[src/rtl/ac_alu_unit_if.sv]
// ac_alu_unit_if: controller <-> accumulator datapath connection.
//   master : controller side (drives dr_in, alu_sel, AC/E strobes;
//            samples ac_out, e_out and combinational status)
//   slave  : ac_alu_unit side
// ovf_sticky exists only when ALU_STICKY_OVF_EN is defined.
interface ac_alu_unit_if #(
  parameter int WIDTH = 16
);
  logic [WIDTH-1:0] dr_in;
  logic [2:0]       alu_sel;
  logic             ac_ld;
  logic             ac_inr;
  logic             ac_clr;
  logic             e_cmp;
  logic             e_clr;
  logic [WIDTH-1:0] ac_out;
  logic             e_out;
  logic             co;
  logic             z;
  logic             n;
  logic             ovf;
`ifdef ALU_STICKY_OVF_EN
  logic             ovf_sticky;
`endif

  modport master (
    output dr_in, alu_sel, ac_ld, ac_inr, ac_clr, e_cmp, e_clr,
`ifdef ALU_STICKY_OVF_EN
    input  ovf_sticky,
`endif
    input  ac_out, e_out, co, z, n, ovf
  );

  modport slave (
    input  dr_in, alu_sel, ac_ld, ac_inr, ac_clr, e_cmp, e_clr,
`ifdef ALU_STICKY_OVF_EN
    output ovf_sticky,
`endif
    output ac_out, e_out, co, z, n, ovf
  );
endinterface

[src/rtl/ac_alu_unit.sv]
// ac_alu_unit: accumulator (AC) and extend bit (E) of the basic computer,
// plus the ALU that feeds them.
// Ports:
//   clk   rising-edge clock
//   rst   asynchronous active-high reset (clears AC, E, sticky flag)
//   bus   ac_alu_unit_if.slave: dr_in, alu_sel, ac_ld/ac_inr/ac_clr,
//         e_cmp/e_clr in; ac_out, e_out, co/z/n/ovf status out
// Optional feature: define ALU_STICKY_OVF_EN to add bus.ovf_sticky, a flag
// set by any overflowing ADD load and cleared only by ac_clr or rst.
// Status outputs are purely combinational so the controller can sample
// them in the same cycle it asserts the strobes.
module ac_alu_unit #(
  parameter int WIDTH = 16
) (
  input  logic         clk,
  input  logic         rst,
  ac_alu_unit_if.slave bus
);

  localparam logic [2:0] OP_ADD  = 3'b000;
  localparam logic [2:0] OP_AND  = 3'b001;
  localparam logic [2:0] OP_PASS = 3'b010;
  localparam logic [2:0] OP_CMA  = 3'b011;
  localparam logic [2:0] OP_CIR  = 3'b100;
  localparam logic [2:0] OP_CIL  = 3'b101;

  logic [WIDTH-1:0] ac_reg, ac_next;
  logic             e_reg, e_next;

  logic [WIDTH-1:0] and_vec, cma_vec;
  logic [WIDTH-1:0] res;
  logic             co_w, ovf_w;
  logic             e_alu;        // E value produced by ADD/CIR/CIL
  logic             e_alu_valid;  // op produces an E value

  // Bitwise logic-unit slices.
  genvar gi;
  generate
    for (gi = 0; gi < WIDTH; gi++) begin : g_logic
      assign and_vec[gi] = ac_reg[gi] & bus.dr_in[gi];
      assign cma_vec[gi] = ~ac_reg[gi];
    end
  endgenerate

  always_comb begin
    res         = ac_reg;
    co_w        = 1'b0;
    ovf_w       = 1'b0;
    e_alu       = e_reg;
    e_alu_valid = 1'b0;
    case (bus.alu_sel)
      OP_ADD: begin
        {co_w, res} = {1'b0, ac_reg} + {1'b0, bus.dr_in};
        // Signed overflow: operands agree in sign, result does not.
        ovf_w       = (ac_reg[WIDTH-1] == bus.dr_in[WIDTH-1]) &&
                      (res[WIDTH-1] != ac_reg[WIDTH-1]);
        e_alu       = co_w;
        e_alu_valid = 1'b1;
      end
      OP_AND:  res = and_vec;
      OP_PASS: res = bus.dr_in;
      OP_CMA:  res = cma_vec;
      OP_CIR: begin
        res         = {e_reg, ac_reg[WIDTH-1:1]};
        e_alu       = ac_reg[0];
        e_alu_valid = 1'b1;
      end
      OP_CIL: begin
        res         = {ac_reg[WIDTH-2:0], e_reg};
        e_alu       = ac_reg[WIDTH-1];
        e_alu_valid = 1'b1;
      end
      default: res = ac_reg;  // 110 reserved, 111 idle: pass AC through
    endcase
  end

  always_comb begin
    if (bus.ac_clr)      ac_next = '0;
    else if (bus.ac_ld)  ac_next = res;
    else if (bus.ac_inr) ac_next = ac_reg + WIDTH'(1);
    else                 ac_next = ac_reg;
  end

  // e_clr/e_cmp win over an E-producing load; AC still loads that cycle.
  always_comb begin
    if (bus.e_clr)                      e_next = 1'b0;
    else if (bus.e_cmp)                 e_next = ~e_reg;
    else if (bus.ac_ld && e_alu_valid)  e_next = e_alu;
    else                                e_next = e_reg;
  end

  always_ff @(posedge clk or posedge rst) begin
    if (rst) begin
      ac_reg <= '0;
      e_reg  <= 1'b0;
    end else begin
      ac_reg <= ac_next;
      e_reg  <= e_next;
    end
  end

`ifdef ALU_STICKY_OVF_EN
  logic sticky_reg, sticky_next;

  // ac_clr beats a same-edge set.
  always_comb begin
    if (bus.ac_clr)                                         sticky_next = 1'b0;
    else if (bus.ac_ld && (bus.alu_sel == OP_ADD) && ovf_w) sticky_next = 1'b1;
    else                                                    sticky_next = sticky_reg;
  end

  always_ff @(posedge clk or posedge rst) begin
    if (rst) sticky_reg <= 1'b0;
    else     sticky_reg <= sticky_next;
  end

  assign bus.ovf_sticky = sticky_reg;
`endif

  assign bus.ac_out = ac_reg;
  assign bus.e_out  = e_reg;
  assign bus.co     = co_w;
  assign bus.ovf    = ovf_w;
  assign bus.z      = (res == '0);
  assign bus.n      = res[WIDTH-1];

endmodule

[src/flat_wrapper.sv]
// flat-port wrapper written by rule: the top's interface ports become plain ports
module ac_alu_unit_flat 
#(
  parameter int WIDTH = 16
)
  (clk, rst, bus_dr_in, bus_alu_sel, bus_ac_ld, bus_ac_inr, bus_ac_clr, bus_e_cmp, bus_e_clr, bus_ac_out, bus_e_out, bus_co, bus_z, bus_n, bus_ovf);
  ac_alu_unit_if #(.WIDTH(WIDTH)) bus_i ();
  input  logic clk;
  input  logic rst;
  input wire logic [$bits(bus_i.dr_in)-1:0] bus_dr_in;
  input wire logic [$bits(bus_i.alu_sel)-1:0] bus_alu_sel;
  input wire logic [$bits(bus_i.ac_ld)-1:0] bus_ac_ld;
  input wire logic [$bits(bus_i.ac_inr)-1:0] bus_ac_inr;
  input wire logic [$bits(bus_i.ac_clr)-1:0] bus_ac_clr;
  input wire logic [$bits(bus_i.e_cmp)-1:0] bus_e_cmp;
  input wire logic [$bits(bus_i.e_clr)-1:0] bus_e_clr;
  output wire logic [$bits(bus_i.ac_out)-1:0] bus_ac_out;
  output wire logic [$bits(bus_i.e_out)-1:0] bus_e_out;
  output wire logic [$bits(bus_i.co)-1:0] bus_co;
  output wire logic [$bits(bus_i.z)-1:0] bus_z;
  output wire logic [$bits(bus_i.n)-1:0] bus_n;
  output wire logic [$bits(bus_i.ovf)-1:0] bus_ovf;
  assign bus_i.dr_in = bus_dr_in;
  assign bus_i.alu_sel = bus_alu_sel;
  assign bus_i.ac_ld = bus_ac_ld;
  assign bus_i.ac_inr = bus_ac_inr;
  assign bus_i.ac_clr = bus_ac_clr;
  assign bus_i.e_cmp = bus_e_cmp;
  assign bus_i.e_clr = bus_e_clr;
  assign bus_ac_out = bus_i.ac_out;
  assign bus_e_out = bus_i.e_out;
  assign bus_co = bus_i.co;
  assign bus_z = bus_i.z;
  assign bus_n = bus_i.n;
  assign bus_ovf = bus_i.ovf;
  ac_alu_unit #(.WIDTH(WIDTH)) u_core (.clk(clk), .rst(rst), .bus(bus_i));
endmodule
[config.mk]
export PLATFORM = sky130hd
export DESIGN_NAME = ac_alu_unit_flat
export DESIGN_NICKNAME = d
export VERILOG_FILES = /design/src/rtl/ac_alu_unit_if.sv /design/src/rtl/ac_alu_unit.sv /design/src/flat_wrapper.sv
export SDC_FILE = /design/constraint.sdc
export NUM_CORES = 1
export LEC_CHECK = 0
export CAP_MARGIN = 20
export CELL_PAD_IN_SITES_DETAIL_PLACEMENT = 0
export CELL_PAD_IN_SITES_GLOBAL_PLACEMENT = 2
export CORE_MARGIN = 2
export CORE_UTILIZATION = 34
export CTS_BUF_LIST = sky130_fd_sc_hd__clkbuf_16
export DETAILED_ROUTE_END_ITERATION = 10
export PLACE_DENSITY = 0.95
export SLEW_MARGIN = 30
export SYNTH_ARGS = -nofsm -noshare
export SYNTH_HDL_FRONTEND = slang
export SYNTH_SLANG_ARGS = --single-unit
export TNS_END_PERCENT = 50
[constraint.sdc]
create_clock -name clk -period 6.6 [get_ports clk]
set_clock_uncertainty 0.2 [all_clocks]
set_input_delay 0.99 -clock clk [delete_from_list [all_inputs] [get_ports clk]]
set_output_delay 0.99 -clock clk [all_outputs]
set_load 0.01 [all_outputs]
==> out/qor.yml, run 1 <==
fin_area_um2: 3420
core_area_um2: 8130
insertion_delay_ns: 0.25
fin_util: 0.420
dominantRegCellSynth: "dfrtp_1"
worst-setup-path-type: "in -> out"
drv_slew: 0
place_area_um2: 3340
hold_buffers: 0
grt_usage: 0.214
drt-initial-drc-count: 206
grt_pass1_wl_mm: 15.2
cts_tree: "yes"
dr.pass1.iters: 5
cts.sinks: 17
grt_max_degree: 24
grt_pass1_vias: 2872
clockPowerShare: 0.237
clk_pin_slew_ns: 0.05
drive_gt1_frac: 0.0821
cts_setup_buffers: 0
ys_ff_latch: 17
cp_slowest_cell: "clkdlybuf4s50_1"
drt-total-wl_mm: 9.35
powerDensity_nw_per_um2: 153
synth_cells: 370
setup_slack_ns: 0.804
setup_tns_ns: 0
end_kind: "primary output"
fmax_mhz: 173
power_frac_comb: 0.495
fill_cells: 831
hpwl_mm: 7.08
leakage_nw: 1.38
power.internal_uw: 312
outcome: "completed"
crit_top_cell: "clkdlybuf4s50_1"
final_common_cell: "clkdlybuf4s50_1"
cts_buffer_depth: 2
area_growth_syn_to_layout_pct: 21.4
gp_congestion: 0.895
dieHeight_um: 95.0
critPathRequiredTime_ns: 5.41
io_buffers: 46
cts_resized: 0
ys_seq_area_frac: 0.151
syn-cell-area_um2: 2810
mostFrequentLayoutCells: "46 x clkdlybuf4s50_1, 42 x nor2_1, 29 x nand2_1"
slowest_delay_ns: 0.54
syn_nets: 414
cpLargestDelayFamily: "buffers and inverters"
yosysUniqueCellTypes: 72
wl_per_cell_um: 18.4
avgSynthCellArea_um2: 7.61
grt_setup_unrepaired: "false"
crit_chain: "clkdlybuf4s50_1, ha_1, fa_1, xor2_1, mux4_2, a21oi_2, nand3_1, a2111oi_1, nand4b_1, nor4_1, and4_1, clkdlybuf4s50_1"
seqPwrFrac: 0.268
vias: 3068
die_x_um: 95.0
async_reset_ff_frac: 1.00
via_per_inst: 6.05
p_sw_uw: 209
synth_edf_count: 0
antenna_cells: 0
gr-total-overflow: 0
start_util: 0.346
startpoint_type: "primary input"
fin_crit_ns: 5.80
cp_max_fo: 4
antenna_found_initial: 0
drv_cap: 0
cts_buffers: 3
cts-root-buf: "clkbuf_16"
switching_share: 0.401
dp_cells: 503
hp-class: "reg -> reg"
cts-htree-levels: 1
setup_violations: 0
peakVddDrop_mv: 0.0922
tightest_slew_ns: 0.870
fin_nets: 447
ant_nets: 0
final-instance-count-excl-fill: 507
remaining_drc_errors: 0
slew_headroom: 0.418
critPathBufInv: 2
num_io_pins: 47
crit_arrival_ns: 4.61
die_area_um2: 9020
place_ws_ns: 0.850
rows: 33
yosys_warnings: 0
hold_violations: 0
fin_crit_sh: 0.878
==> registers in the layout (all words and copies together), names as in the netlist <==
| name | count |
|---|---|
| u_core.bus.e_out | 1 |
| u_core.bus.ac_out | 16 |
==> final cells by class <==
type                    count  area [um2]  area share
inverters                  13        48.8      0.0143
flip-flops and latches     17         425       0.125
well taps                 105         131      0.0385
repair buffers             54         520       0.152
multi-input cells         314        2210       0.647
clock buffers               3        75.1      0.0220
clock inverters             1        5.00     0.00147
==> routing by layer <==
| layer | routed length (um) | part of all wire | global-route usage |
|---|---|---|---|
| met1 | 4470 | 0.48 | 0.314 |
| met2 | 4060 | 0.43 | 0.330 |
| met3 | 607 | 0.065 | 0.0255 |
| met4 | 211 | 0.023 | 0.0556 |
| met5 | 0 | 0 | 0 |
==> power groups by stage <==
stage	sequential (mW)	clock (mW)	combinational, mW
floorplan	0.132	0	0.177
global placement	0.140	0	0.253
detailed placement	0.141	0	0.254
CTS	0.139	0.126	0.255
global route	0.141	0.132	0.283
finish	0.140	0.124	0.258
==> Yosys cell counts, types with 3 or more instances <==
| master | number | area share |
|---|---|---|
| nor2_1 | 42 | 0.056 |
| buf_2 | 8 | 0.014 |
| nor3b_1 | 3 | 0.0080 |
| o2bb2ai_1 | 3 | 0.0093 |
| a21o_1 | 8 | 0.021 |
| ha_1 | 17 | 0.076 |
| o21ai_0 | 14 | 0.025 |
| o22ai_1 | 4 | 0.0089 |
| a211oi_1 | 19 | 0.051 |
| nor3_1 | 9 | 0.016 |
| a211o_1 | 4 | 0.012 |
| nand2b_1 | 3 | 0.0067 |
| a31oi_1 | 3 | 0.0067 |
| nand4_1 | 3 | 0.0067 |
| dfrtp_1 | 17 | 0.15 |
| a21oi_1 | 25 | 0.044 |
| a221oi_1 | 13 | 0.040 |
| nor2b_1 | 7 | 0.016 |
| buf_4 | 4 | 0.011 |
| mux2i_1 | 9 | 0.032 |
| inv_1 | 11 | 0.015 |
| and3_1 | 5 | 0.011 |
| clkbuf_1 | 12 | 0.016 |
| xor2_1 | 9 | 0.028 |
| a22oi_1 | 3 | 0.0080 |
| and2_1 | 3 | 0.0067 |
| a221o_1 | 5 | 0.018 |
| xnor2_1 | 13 | 0.040 |
| nand2_1 | 29 | 0.039 |
| nor4_1 | 3 | 0.0067 |
| nand3_1 | 10 | 0.018 |
==> final timing paths <==
| kind | from | to | slack [ns] | depth (start not counted) |
|---|---|---|---|---|
| max | bus_dr_in[0] | bus_z | 0.80 | 12 |
| min | u_core.bus.e_out$_DFFE_PP0P_ | u_core.bus.e_out$_DFFE_PP0P_ | 0.41 | 1 |
| max reg2reg | u_core.bus.ac_out[0]$_DFFE_PP0P_ | u_core.bus.ac_out[12]$_DFFE_PP0P_ | 3.38 | 10 |
| min reg2reg | u_core.bus.e_out$_DFFE_PP0P_ | u_core.bus.e_out$_DFFE_PP0P_ | 0.41 | 1 |
| max in group asynchronous | rst | u_core.bus.ac_out[5]$_DFFE_PP0P_ | 4.83 | 2 |
| min in group asynchronous | rst | u_core.bus.ac_out[6]$_DFFE_PP0P_ | 0.94 | 2 |
==> stage by stage <==
stage               hold WS (ns)  total power [mW]
floorplan                  0.381             0.309
global placement           0.387             0.393
detailed placement         0.386             0.395
CTS                        0.399             0.520
global route               0.418             0.557
finish                     0.410             0.522
==> cells by family (layout without fill, tap and decap cells) <==
kind of cell             after synthesis  after routing  share of synthesized area
AO/OA/AOI/OAI                        131            131                      0.349
AND/OR/NAND/NOR                      130            130                      0.229
buffers and inverters                 39             71                     0.0636
XOR/XNOR                              22             22                     0.0685
adder cells (fa/ha/maj)               18             18                     0.0827
flip-flops                            17             17                      0.151
multiplexers                          13             13                     0.0560
(Power assumes the default switching activity.)
==> inputs of run 2 (changes only) <==
Settings changed: ABC_AREA set to 1, CORE_MARGIN 2 to 8, CORE_UTILIZATION 34 to 30.
==> out/qor.yml, run 2 <==
syn_nets: 589  # +42%
slowest_delay_ns: 0.56  # +0.02 ns
cp_slowest_cell: "clkdlybuf4s50_1"
leakage_nw: 1.79  # +29%
core_area_um2: 9680  # +19%
synth_top_cell_by_area: "nand2_1"
fmax_mhz: 199  # +15%
grt_usage: 0.165  # -0.0491
drv_slew: 0  # unchanged
ys_ff_latch: 17  # unchanged
fin_nets: 626  # +40%
ant_nets: 0  # unchanged
syn-cell-area_um2: 2960  # +5.1%
cts_tree: "yes"
num_io_pins: 47  # unchanged
final-instance-count-excl-fill: 714  # +41%
vias: 3696  # +20%
gp_congestion: 0.872  # -2.6%
cp_max_fo: 12  # +8
final_common_cell: "nand2_1"
fin_crit_ns: 5.02  # -0.773 ns
grt_pass1_vias: 3598  # +25%
hp-class: "reg -> reg"
grt_pass1_wl_mm: 17.8  # +17%
crit_chain: "clkdlybuf4s50_1, inv_1, nand3_1, inv_1, nand2_1, nand3_1, nor3_1, nand2_1, nor2_1, nand3_1, nor2_1, nand2_1, nor2_1, clkdlybuf4s50_1"
dr.pass1.iters: 5  # unchanged
drive_gt1_frac: 0.0293  # -0.0528
largest_reg_flops: 16  # unchanged
setup_slack_ns: 1.58  # +0.773 ns
drt-initial-drc-count: 276  # +34%
powerDensity_nw_per_um2: 142  # -7.3%
async_reset_ff_frac: 1.00  # unchanged
synth_edf_count: 0  # unchanged
io_buffers: 46  # unchanged
dominantRegCellSynth: "dfrtp_1"
area_growth_syn_to_layout_pct: 20.9
avgSynthCellArea_um2: 5.42  # -29%
place_ws_ns: 1.59  # +0.736 ns
drv_cap: 0  # unchanged
cts.sinks: 17  # unchanged
critPathRequiredTime_ns: 5.41  # about the same
cts_resized: 0  # unchanged
hold_violations: 0  # unchanged
drt-total-wl_mm: 10.8  # +15%
yosys.area.top_type_share: 0.244  # +0.0926
peakVddDrop_mv: 0.0834  # -9.5%
dp_cells: 710  # +41%
gr-total-overflow: 0  # unchanged
antenna_cells: 0  # unchanged
cts_buffer_depth: 2  # unchanged
synth.most_common_cell: "nand2_1"
cts_setup_buffers: 0  # unchanged
antenna_found_initial: 0  # unchanged
start_util: 0.305  # -0.0406
synth_cells: 545  # +47%
outcome: "completed"
die_area_um2: 13300  # +47%
yosys_warnings: 0  # unchanged
rows: 36  # +9.1%
ys_seq_area_frac: 0.144  # -0.00729
clk_pin_slew_ns: 0.05  # about the same
remaining_drc_errors: 0  # unchanged
insertion_delay_ns: 0.25  # about the same
grt_max_degree: 20  # -17%
cpLargestDelayFamily: "buffers and inverters"
hpwl_mm: 8.50  # +20%
mostFrequentLayoutCells: "192 x nand2_1, 71 x inv_1, 52 x nor2_1"
critPathBufInv: 4  # +2
p_total_uw: 506  # -2.9%
cts-htree-levels: 1  # unchanged
synth_common_cells: "192 x nand2_1, 70 x inv_1, 53 x nor2_1, 50 x nand3_1, 29 x o21ai_0"
setup_tns_ns: 0  # unchanged
worst-setup-path-type: "in -> out"
hold_slack_ns: 0.466  # +0.0565 ns
crit_arrival_ns: 3.83  # -0.78 ns
wl_per_cell_um: 15.1  # -18%
cts_buffers: 3  # unchanged
yosysUniqueCellTypes: 35  # -51%
via_per_inst: 5.18  # -14%
grt_setup_unrepaired: "false"
die_x_um: 115  # +21%
fin_crit_sh: 0.761  # -0.117
cts-root-buf: "clkbuf_16"
dieHeight_um: 115  # +21%
tightest_slew_ns: 0.951  # +0.0807 ns
slew_headroom: 0.364  # -0.0543
startpoint_type: "primary input"
end_kind: "primary output"
setup_violations: 0  # unchanged
yosys-top-cells-area: "nand2_1 24%, dfrtp_1 14%, inv_1 8.9%, nand3_1 8.5%, ha_1 7.2%"
hold_buffers: 0  # unchanged
run 2: changes by cell type in the layout (fill, tap and decap cells not counted), sizes merged, moves of 7 or more:
| cell | previous run | this run |
|---|---|---|
| o22ai | 4 | 14 |
| nand3 | 10 | 51 |
| o21ai | 17 | 34 |
| xnor2 | 13 | 0 |
| nor2 | 43 | 56 |
| a211oi | 20 | 1 |
| a221oi | 16 | 0 |
| inv | 13 | 74 |
| nor2b | 7 | 0 |
| nand2 | 30 | 194 |
| nand4 | 3 | 11 |
| mux2i | 9 | 0 |
| buf | 8 | 0 |
| a21o | 8 | 0 |
run 2: power by group:
part	internal (mW)	switching, mW	total (mW)
sequential	0.113	0.0247	0.138
combinational	0.0973	0.148	0.245
clock	0.0806	0.0432	0.124
run 2: logic make-up after synthesis:
group | after synthesis | share of synthesized area
AOI/OAI and AO/OA | 81 | 0.151
xor gates and xnor gates | 7 | 0.0207
adders and majority gates | 18 | 0.0787
buffers and inverters | 87 | 0.123
DFF | 17 | 0.144
and+or+nand+nor | 335 | 0.482
run 2: path summary, 6_finish.rpt:
| path | from | to | slack, ns | cells after the start |
|---|---|---|---|---|
| min in group asynchronous | rst | u_core.bus.ac_out[13]$_DFFE_PP0P_ | 0.96 | 2 |
| worst min-delay path | u_core.bus.e_out$_DFFE_PP0P_ | u_core.bus.e_out$_DFFE_PP0P_ | 0.47 | 2 |
| max in group asynchronous | rst | u_core.bus.ac_out[3]$_DFFE_PP0P_ | 4.77 | 2 |
| worst max-delay path | bus_alu_sel[1] | bus_z | 1.58 | 14 |
| worst max register to register | u_core.bus.ac_out[0]$_DFFE_PP0P_ | u_core.bus.e_out$_DFFE_PP0P_ | 3.93 | 12 |
| worst min register to register | u_core.bus.e_out$_DFFE_PP0P_ | u_core.bus.e_out$_DFFE_PP0P_ | 0.47 | 2 |
run 2: stage by stage:
step	instance area, um2	util
4_1_cts	3570	0.369
6_report	3580	0.369
3_5_place_dp	3490	0.361
2_1_floorplan	2960	-
5_1_grt	3580	0.369
3_3_place_gp	3490	0.361
run 2: layout make-up:
class	instances	area [um2]
fill	1109	6110
multi-input combinational	441	2170
timing repair buffer	46	460
sequential	17	425
inverter	73	274
tap	133	166
clock buffer	3	75.1
clock inverter	1	3.75
run 2: worst register-to-register path, cell delays in order (launching register included):
cell      delay [ns]
dfrtp_1         0.44
ha_1            0.29
fa_1            0.42
nand2_1         0.09
nand2_1         0.06
nand3_1         0.07
nand2_1         0.10
nand2_1         0.13
nand2_1         0.09
a31oi_1         0.36
nand2_1         0.10
nand3_1         0.11
a21boi_0        0.09
run 2: per-layer routing:
metal,track usage,part of all wire,vias to the layer above
li1,-,-,1853
met2,0.282,0.47,112
met5,0,0,-
met1,0.212,0.46,1713
met3,0.0236,0.057,18
met4,0.0394,0.017,0
==> inputs of run 3 (changes only) <==
Settings changed: CORE_UTILIZATION 30 to 28, PLACE_DENSITY 0.95 to 0.94.
Clock period 6.6 ns to 4.65 ns, I/O delays scaled along.
==> out/qor.yml, run 3 (synthesized netlist as in run 2, its figures left out) <==
outcome: "completed"
die_x_um: 119  # +3.0%
remaining_drc_errors: 0  # unchanged
rows: 37  # +2.8%
drt-total-wl_mm: 11.1  # +2.7%
end_kind: "primary output"
grt_max_degree: 20  # unchanged
io_buffers: 46  # unchanged
grt_setup_unrepaired: "false"
drv_cap: 0  # unchanged
vias: 3691  # -0.14%
mostFrequentLayoutCells: "192 x nand2_1, 71 x inv_1, 52 x nor2_1"
insertion_delay_ns: 0.25  # about the same
crit_arrival_ns: 3.50  # -0.33 ns
cts_resized: 0  # unchanged
drive_gt1_frac: 0.0408  # +0.0116
largest_reg_flops: 16  # unchanged
clk_pin_slew_ns: 0.05  # about the same
antenna_found_initial: 0  # unchanged
cts.sinks: 17  # unchanged
startpoint_type: "primary input"
cts_buffer_depth: 2  # unchanged
cts_tree: "yes"
reg2reg_depth: 12  # unchanged
dr.pass1.iters: 5  # unchanged
setup_violations: 0  # unchanged
min_to: "u_core.bus.ac_out[14]$_DFFE_PP0P_"
grt_pass1_vias: 3657  # +1.6%
fin_nets: 633  # +1.1%
cts-htree-levels: 1  # unchanged
grt_usage: 0.157  # -0.00838
critPathRequiredTime_ns: 3.75  # -1.66 ns
peakVddDrop_mv: 0.135  # +62%
ant_nets: 0  # unchanged
dieHeight_um: 119  # +3.0%
r2r_setup_slack_ns: 1.98  # -1.95 ns
antenna_cells: 0  # unchanged
setup_slack_ns: 0.250  # -1.33 ns
met3_usage: 0.0233  # -0.000312
die_area_um2: 14100  # +6.1%
slew_headroom: 0.479  # +0.115
fmax_mhz: 227
num_io_pins: 47  # unchanged
via_per_inst: 5.10  # -1.5%
drv_slew: 0  # unchanged
cts_buffers: 3  # unchanged
worst-setup-path-type: "in -> out"
fin_crit_ns: 4.40
tightest_slew_ns: 0.780  # -0.170 ns
final_common_cell: "nand2_1"
fin_crit_sh: 0.946
grt_busiest_layer: "met2"
setup_tns_ns: 0  # unchanged
cts_setup_buffers: 0  # unchanged
hold_buffers: 0  # unchanged
r2r_start: "u_core.bus.ac_out[0]$_DFFE_PP0P_"
drt-initial-drc-count: 236  # -14%
place_ws_ns: 0.250  # -1.34 ns
hold_violations: 0  # unchanged
fill_cells: 1198  # +8.0%
start_util: 0.288  # -0.0176
regArea_um2: 425  # unchanged
met2_usage: 0.262  # -0.0197
area_growth_syn_to_layout_pct: 22.9
leakage_nw: 1.82  # +1.9%
use_met1: 0.208  # -0.00454
grt_pass1_wl_mm: 18.5  # +3.9%
multi_input_area_um2: 2170  # unchanged
cts-root-buf: "clkbuf_16"
gr-total-overflow: 0  # unchanged
cp_max_fo: 4  # -8
powerDensity_nw_per_um2: 201  # +42%
reg2reg_to: "u_core.bus.e_out$_DFFE_PP0P_"
wl_per_cell_um: 15.3  # +1.3%
core_area_um2: 10300  # +6.1%
hpwl_mm: 8.93  # +5.1%
hp-class: "reg -> reg"
whs_path_depth: 2  # unchanged
gp_congestion: 0.849  # -2.6%
min-delay-start: "u_core.bus.ac_out[14]$_DFFE_PP0P_"
-- run 3: how the worst max path moves through the flow --
stage	to	slack [ns]	start
after floorplan	bus_z	1.44	bus_dr_in[0]
after global placement	bus_z	0.27	bus_dr_in[0]
after detailed placement	bus_z	0.25	bus_dr_in[0]
after CTS	bus_z	0.24	bus_dr_in[0]
after global routing	bus_z	0.04	bus_dr_in[0]
final	bus_z	0.25	bus_dr_in[0]
-- run 3: area by class of cell --
type,count,area share
clock buffer,3,0.0207
clock inverter,1,0.00103
inverter,73,0.0754
multi-input combinational,441,0.598
sequential,17,0.117
tap,136,0.0468
timing repair buffer,53,0.141
-- run 3: per-stage QoR --
step                      total power [mW]   util  hold slack [ns]  cells  cell area (um2)
after floorplan                      0.417      -            0.407    545             2960
after global placement               0.545  0.346            0.457    720             3550
after detailed placement             0.550  0.346            0.464    720             3550
after CTS                            0.730  0.353            0.477    724             3630
after global routing                 0.788  0.353            0.531    724             3630
final                                0.729  0.353            0.476    724             3630
-- run 3: power by group --
part	internal [mW]	switching (mW)	total [mW]	leakage (nW)
Combinational	0.143	0.210	0.353	1.55
Clock	0.115	0.0648	0.179	0.0423
Sequential	0.160	0.0362	0.197	0.225
Total	0.418	0.311	0.729	1.82
-- run 3: critical path: stages --
cell,delay (ns)
clkdlybuf4s50_1,0.43
ha_1,0.25
fa_1,0.43
nand2_1,0.09
nand2_1,0.06
nand3_1,0.08
nand2_1,0.10
or2_1,0.22
nand3_1,0.06
nand2_1,0.05
o21ai_0,0.10
nand2_1,0.08
nor2_1,0.11
nand2_1,0.05
nor2_1,0.13
clkdlybuf4s50_1,0.56
-- run 3: per-layer routing --
layer	vias up	wire length (um)	part of all wire
li1	1863	-	-
met1	1709	5170	0.47
met2	111	5170	0.47
met3	8	614	0.056
met4	0	102	0.0092
met5	-	0	0
